## config.mk

```make
export PLATFORM = sky130hd
export DESIGN_NAME = spike_servo_driver
export DESIGN_NICKNAME = d
export VERILOG_FILES = /design/src/rtl/spike_servo_driver.sv
export SDC_FILE = /design/constraint.sdc
export NUM_CORES = 1
export LEC_CHECK = 0
export CORE_ASPECT_RATIO = 1.4
export CORE_MARGIN = 2
export CORE_UTILIZATION = 50
export DETAILED_ROUTE_END_ITERATION = 10
export GPL_ROUTABILITY_DRIVEN = 0
export HOLD_SLACK_MARGIN = 0.03
export PLACE_DENSITY = 0.71
export SYNTH_ARGS = -nofsm -noshare
export SYNTH_HDL_FRONTEND = slang
export SYNTH_SLANG_ARGS = --single-unit
export TNS_END_PERCENT = 50
```

## constraint.sdc

```tcl
create_clock -name clk -period 4.5 [get_ports clk]
set_input_delay 0.675 -clock clk [delete_from_list [all_inputs] [get_ports clk]]
set_output_delay 0.675 -clock clk [all_outputs]
set_load 0.03 [all_outputs]
```

## src/rtl/spike_servo_driver.sv

```systemverilog
// spike_servo_driver
// Rate-decodes a LIF neuron spike train over a fixed window and turns the
// resulting spike count into a hobby-servo PWM pulse width. The width is only
// ever swapped in on a frame boundary, so the servo never sees a partial pulse.
module spike_servo_driver #(
  parameter int WIN_CYCLES   = 50000,
  parameter int FRAME_CYCLES = 1000000,
  parameter int PW_MIN       = 50000,
  parameter int PW_STEP      = 500,
  parameter int PW_MAX       = 100000,
  parameter int CNT_W        = 8,
  localparam int PW_W        = $clog2(FRAME_CYCLES)
) (
  input  logic             clk,
  input  logic             reset,
  input  logic             spike,
  input  logic             enable,
  output logic [CNT_W-1:0] rate,
  output logic             rate_valid,
  output logic [PW_W-1:0]  pulse_width,
  output logic             frame_start,
  output logic             pwm
);

  localparam int WIN_W  = (WIN_CYCLES > 1) ? $clog2(WIN_CYCLES) : 1;
  localparam int PROD_W = CNT_W + $clog2(PW_STEP + 1);
  localparam int SUM_W  = ((PROD_W > PW_W) ? PROD_W : PW_W) + 1;

  // Window / rate decode state
  logic [WIN_W-1:0]  win_cnt_q, win_cnt_d;
  logic [CNT_W-1:0]  spk_cnt_q, spk_cnt_d;
  logic [CNT_W-1:0]  rate_q, rate_d;
  logic              rate_valid_q, rate_valid_d;
  logic [CNT_W-1:0]  spk_sum;
  logic              win_last;

  // Rate-to-width mapping state
  logic [PW_W-1:0]   target_q, target_d;
  logic [PROD_W-1:0] pw_prod;
  logic [SUM_W-1:0]  pw_sum;

  // PWM frame state
  logic [PW_W-1:0]   fr_cnt_q, fr_cnt_d;
  logic [PW_W-1:0]   pulse_width_q, pulse_width_d;
  logic              armed_q, armed_d;
  logic              frame_start_q, frame_start_d;
  logic              pwm_q, pwm_d;
  logic              fr_last;

  assign win_last = (win_cnt_q == WIN_W'(WIN_CYCLES - 1));
  assign spk_sum  = (spike && (spk_cnt_q != {CNT_W{1'b1}})) ? spk_cnt_q + CNT_W'(1) : spk_cnt_q;

  // Window counter: accumulate saturating spike count, publish it on the last cycle
  always_comb begin
    win_cnt_d    = win_cnt_q;
    spk_cnt_d    = spk_cnt_q;
    rate_d       = rate_q;
    rate_valid_d = 1'b0;
    if (!enable) begin
      win_cnt_d = '0;
      spk_cnt_d = '0;
    end else if (win_last) begin
      win_cnt_d    = '0;
      spk_cnt_d    = '0;
      rate_d       = spk_sum;
      rate_valid_d = 1'b1;
    end else begin
      win_cnt_d = win_cnt_q + WIN_W'(1);
      spk_cnt_d = spk_sum;
    end
  end

  // Linear map of the latest rate to a clamped pulse width, full-width before the clamp
  always_comb begin
    pw_prod  = PROD_W'(rate_q) * PROD_W'(PW_STEP);
    pw_sum   = SUM_W'(pw_prod) + SUM_W'(PW_MIN);
    target_d = target_q;
    if (rate_valid_q) begin
      if (pw_sum > SUM_W'(PW_MAX)) begin
        target_d = PW_W'(PW_MAX);
      end else begin
        target_d = pw_sum[PW_W-1:0];
      end
    end
  end

  assign fr_last = (fr_cnt_q == PW_W'(FRAME_CYCLES - 1));

  // Frame counter and PWM: width and enable are sampled only at the frame boundary
  always_comb begin
    fr_cnt_d      = fr_last ? '0 : fr_cnt_q + PW_W'(1);
    pulse_width_d = fr_last ? target_q : pulse_width_q;
    armed_d       = fr_last ? enable : (armed_q && enable);
    frame_start_d = fr_last;
    pwm_d         = armed_d && (fr_cnt_d < pulse_width_d);
  end

  // State registers, cleared immediately by the active-low reset
  always_ff @(posedge clk or negedge reset) begin
    if (!reset) begin
      win_cnt_q     <= '0;
      spk_cnt_q     <= '0;
      rate_q        <= '0;
      rate_valid_q  <= 1'b0;
      target_q      <= PW_W'(PW_MIN);
      fr_cnt_q      <= '0;
      pulse_width_q <= PW_W'(PW_MIN);
      armed_q       <= 1'b0;
      frame_start_q <= 1'b0;
      pwm_q         <= 1'b0;
    end else begin
      win_cnt_q     <= win_cnt_d;
      spk_cnt_q     <= spk_cnt_d;
      rate_q        <= rate_d;
      rate_valid_q  <= rate_valid_d;
      target_q      <= target_d;
      fr_cnt_q      <= fr_cnt_d;
      pulse_width_q <= pulse_width_d;
      armed_q       <= armed_d;
      frame_start_q <= frame_start_d;
      pwm_q         <= pwm_d;
    end
  end

  assign rate        = rate_q;
  assign rate_valid  = rate_valid_q;
  assign pulse_width = pulse_width_q;
  assign frame_start = frame_start_q;
  assign pwm         = pwm_q;

endmodule

```

==> run_results.csv <==
group,metric,value,unit
run_status,outcome,"complete, but fails checks",
sta,min_period,4823,ps
power,ir_drop,161.4,uV
run,maxCapViolations,0,
grt,grt_start_max_net_pins,70,
clock_tree,cts_tree,"built",
final_layout,diodes,0,
sta,layout_worst_path_cycle_share,107.2,%
clock_tree,clk_path_buf_depth,2,
sta,fin_skew,9.348,ps
detailed_routing,first_iter_violations,186,
yosys,synth.ff_latch_count,92,
power,power_density,197.5,nW/um2
floorplanning,start_util,50.97,%
yosys,synth_compound_area_share,13.46,%
setup_path,crit_type,"register to register",
yosys,yosys_warnings,0,
grt,grt_pass1_wl,25350,um
placed_design,placed_area,7635,um2
placed_design,dp_slack,-601.8,ps
sta,slew_headroom,42.58,%
sta,grt_setup_unrepaired,"true",
final_layout,syn_to_final_growth,25.51,%
sta,clock.fmax,207.3,MHz
yosys,synth-edff-count,0,
final_layout,seq_area,2326,um2
clock_tree,clk_latency,350,ps
setup_path,worst_ep_arrival_time,5090,ps
yosys,ys.flop_type,"dfrtp_1",
yosys,synth_top_family_by_area,"adder cells",
sta,setup_violations,15,
floorplanning,rows,49,
grt,overflow,0,
final_layout,drive_gt1_share,21.76,%
detailed_routing,via_count,5279,
yosys,netlist_instances,670,
placed_design,portBuffers,34,
floorplanning,ios,35,
floorplanning,core_area,12750,um2
clock_tree,cts_max_level,3,
final_layout,multi_input_area,4058,um2
clock_tree,ctsHoldBuffers,0,
detailed_routing,routedWlPerCell,16.02,um
final_layout,final_common_cell,"buf_4",
yosys,syn-num-nets,758,
yosys,syn_area,6500,um2
setup_path,cp_data_required_time,4760,ps
final_layout,final_cell_area,8158,um2
sta,setup_slack,-322.9,ps
clock_tree,ctsRootBufferMaster,"clkbuf_16",
sta,slew_violations,0,
run_status,failed_checks,"negative setup slack",
yosys,synthArstFlopShare,100.0,%
sta,tns,-3599,ps
setup_path,crit_path_start_kind,"register",
grt,grt_usage,22.61,%
yosys,yosys.area_share.simple,17.73,%
yosys,syn_avg_cell_area,9.701,um2
floorplanning,fp.dieH,138.9,um
detailed_routing,vias_per_cell,5.569,
setup_path,crit_fanout,4,
setup_path,critPathCaptureType,"register",
detailed_routing,final_antenna_net_count,0,
clock_tree,clkSlewWorstSetupHoldPaths,70,ps
final_layout,most-common-layout-cells,"buf_4 (87), dfrtp_1 (73), inv_1 (71)",
grt,antenna_found_initial,0,
floorplanning,dieArea,13940,um2
detailed_routing,drc_errors,0,
clock_tree,clock-sinks,92,
yosys,synth_cell_types,66,
detailed_routing,firstDrtPassIters,4,
placed_design,dp_hpwl,11720,um
clock_tree,numCtsBuffers,9,
hold_path,worstHoldPathType,"input pin to asynchronous set/reset pin",
power,p_leak,4.000,nW
detailed_routing,totalWireLength,15180,um
grt,first_global_vias,5466,
yosys,synth_seq_area_share,35.65,%
floorplanning,die_w,100.4,um
yosys,synthAdderAreaFrac,18.59,%
yosys,synthMuxAreaShare,1.540,%
final_layout,fin_nets,878,
yosys,synth_xor_area_share,7.411,%
final_layout,fillerInstances,1041,
sta,worst_pin_slew,861.4,ps
sta,finalHoldViolations,0,
path summary, 6_finish.rpt:
path / to / start / slack, ps / cells past startpoint
worst max-delay path: target_q[6] / rate[1] / -320 / 17
min in group clk: win_cnt_q[0] / win_cnt_q[0] / 470 / 1
worst min register to register: win_cnt_q[0] / win_cnt_q[0] / 470 / 1
worst min-delay path: pulse_width[1] / reset / 420 / 1
worst max register to register: target_q[6] / rate[1] / -320 / 17
max in group asynchronous: pulse_width[6] / reset / 3200 / 2
registers in the layout, summed over array words and instances, names as in the netlist:
register	count
win_cnt_q	16
target_q	16
pwm	1
pulse_width	20
fr_cnt_q	20
armed_q	1
spk_cnt_q	8
rate	8
frame_start	1
rate_valid	1
where the power goes:
part / switching [mW] / internal [mW] / leakage (nW)
clock: 0.345 / 0.400 / 0.143
combinational: 0.0241 / 0.00754 / 2.65
sequential: 0.00362 / 0.831 / 1.21
layout make-up:
| cell class | instances | area share [%] |
|---|---|---|
| clock buffers | 10 | 2.929 |
| clock inverters | 6 | 0.6902 |
| inverters | 72 | 3.313 |
| multi-input cells | 492 | 49.74 |
| flip-flops and latches | 92 | 28.51 |
| well taps | 153 | 2.347 |
| repair buffers | 123 | 12.47 |
critical path, cell delays in order, from the launching register on:
cell      delay (ps)
dfrtp_2          440
fa_1             550
inv_1             50
fa_1             460
fa_1             510
fa_1             510
inv_1             60
ha_4             300
nand2_2           70
a211oi_4         320
o41a_4           230
xor2_4           180
buf_4            160
nand4_1          220
buf_4            220
a21oi_2          230
nand4_1          140
o221ai_1          90
what timing repair did:
item                                    CTS  global route
cloned                                    1             1
endpoints found under the hold margin     0             0
gates resized for setup                  18             7
setup buffers                             4             4
pin swaps                                14            10
endpoints found under the setup margin   15            15
routing by layer:
metal	up-vias	share of wire [%]	global-route usage, %
met1	2561	38	24.92
met3	57	2.4	3.226
met5	-	0	0
li1	2558	-	-
met4	0	5.3	12.55
met2	103	54	40.83
Yosys cell counts (4+ instances only):
cell type	instances	area, um2
xnor2_1	22	192.7
o21a_1	6	45.04
nor3_1	10	50.05
a21o_1	14	105.1
ha_1	63	788.3
nand4_1	18	112.6
dfrtp_1	80	2002
a21oi_1	23	115.1
fa_1	21	420.4
nor2b_1	9	56.30
o221ai_1	5	43.79
nor4_1	4	25.02
and3_1	10	62.56
nand2b_1	8	50.05
dfstp_2	12	315.3
xor2_1	28	245.2
mux2i_1	10	100.1
and2_1	7	43.79
o21ai_0	23	115.1
nor2_1	70	262.8
inv_1	72	270.3
nand2_1	47	176.4
clkbuf_1	9	33.78
nand3_1	28	140.1
a41oi_1	4	35.03
through the flow:
| step | utilization (%) | power, mW | std cells | hold slack [ps] |
|---|---|---|---|---|
| after floorplan | - | 0.8599 | 670 | 379.4 |
| after global placement | 59.87 | 0.8813 | 922 | 444.2 |
| after detailed placement | 59.87 | 0.8835 | 922 | 463.5 |
| after CTS | 63.31 | 1.626 | 943 | 461.7 |
| after global routing | 63.97 | 1.660 | 948 | 479.3 |
| final | 63.97 | 1.611 | 948 | 417.5 |
cells by family after synthesis:
group                      Yosys count
xor gates and xnor gates            52
DFF                                 92
AOI/OAI and AO/OA                  115
adders and majority gates           84
buffers and inverters               88
muxes                               10
and+or+nand+nor                    229
(Power assumes the default switching activity.)
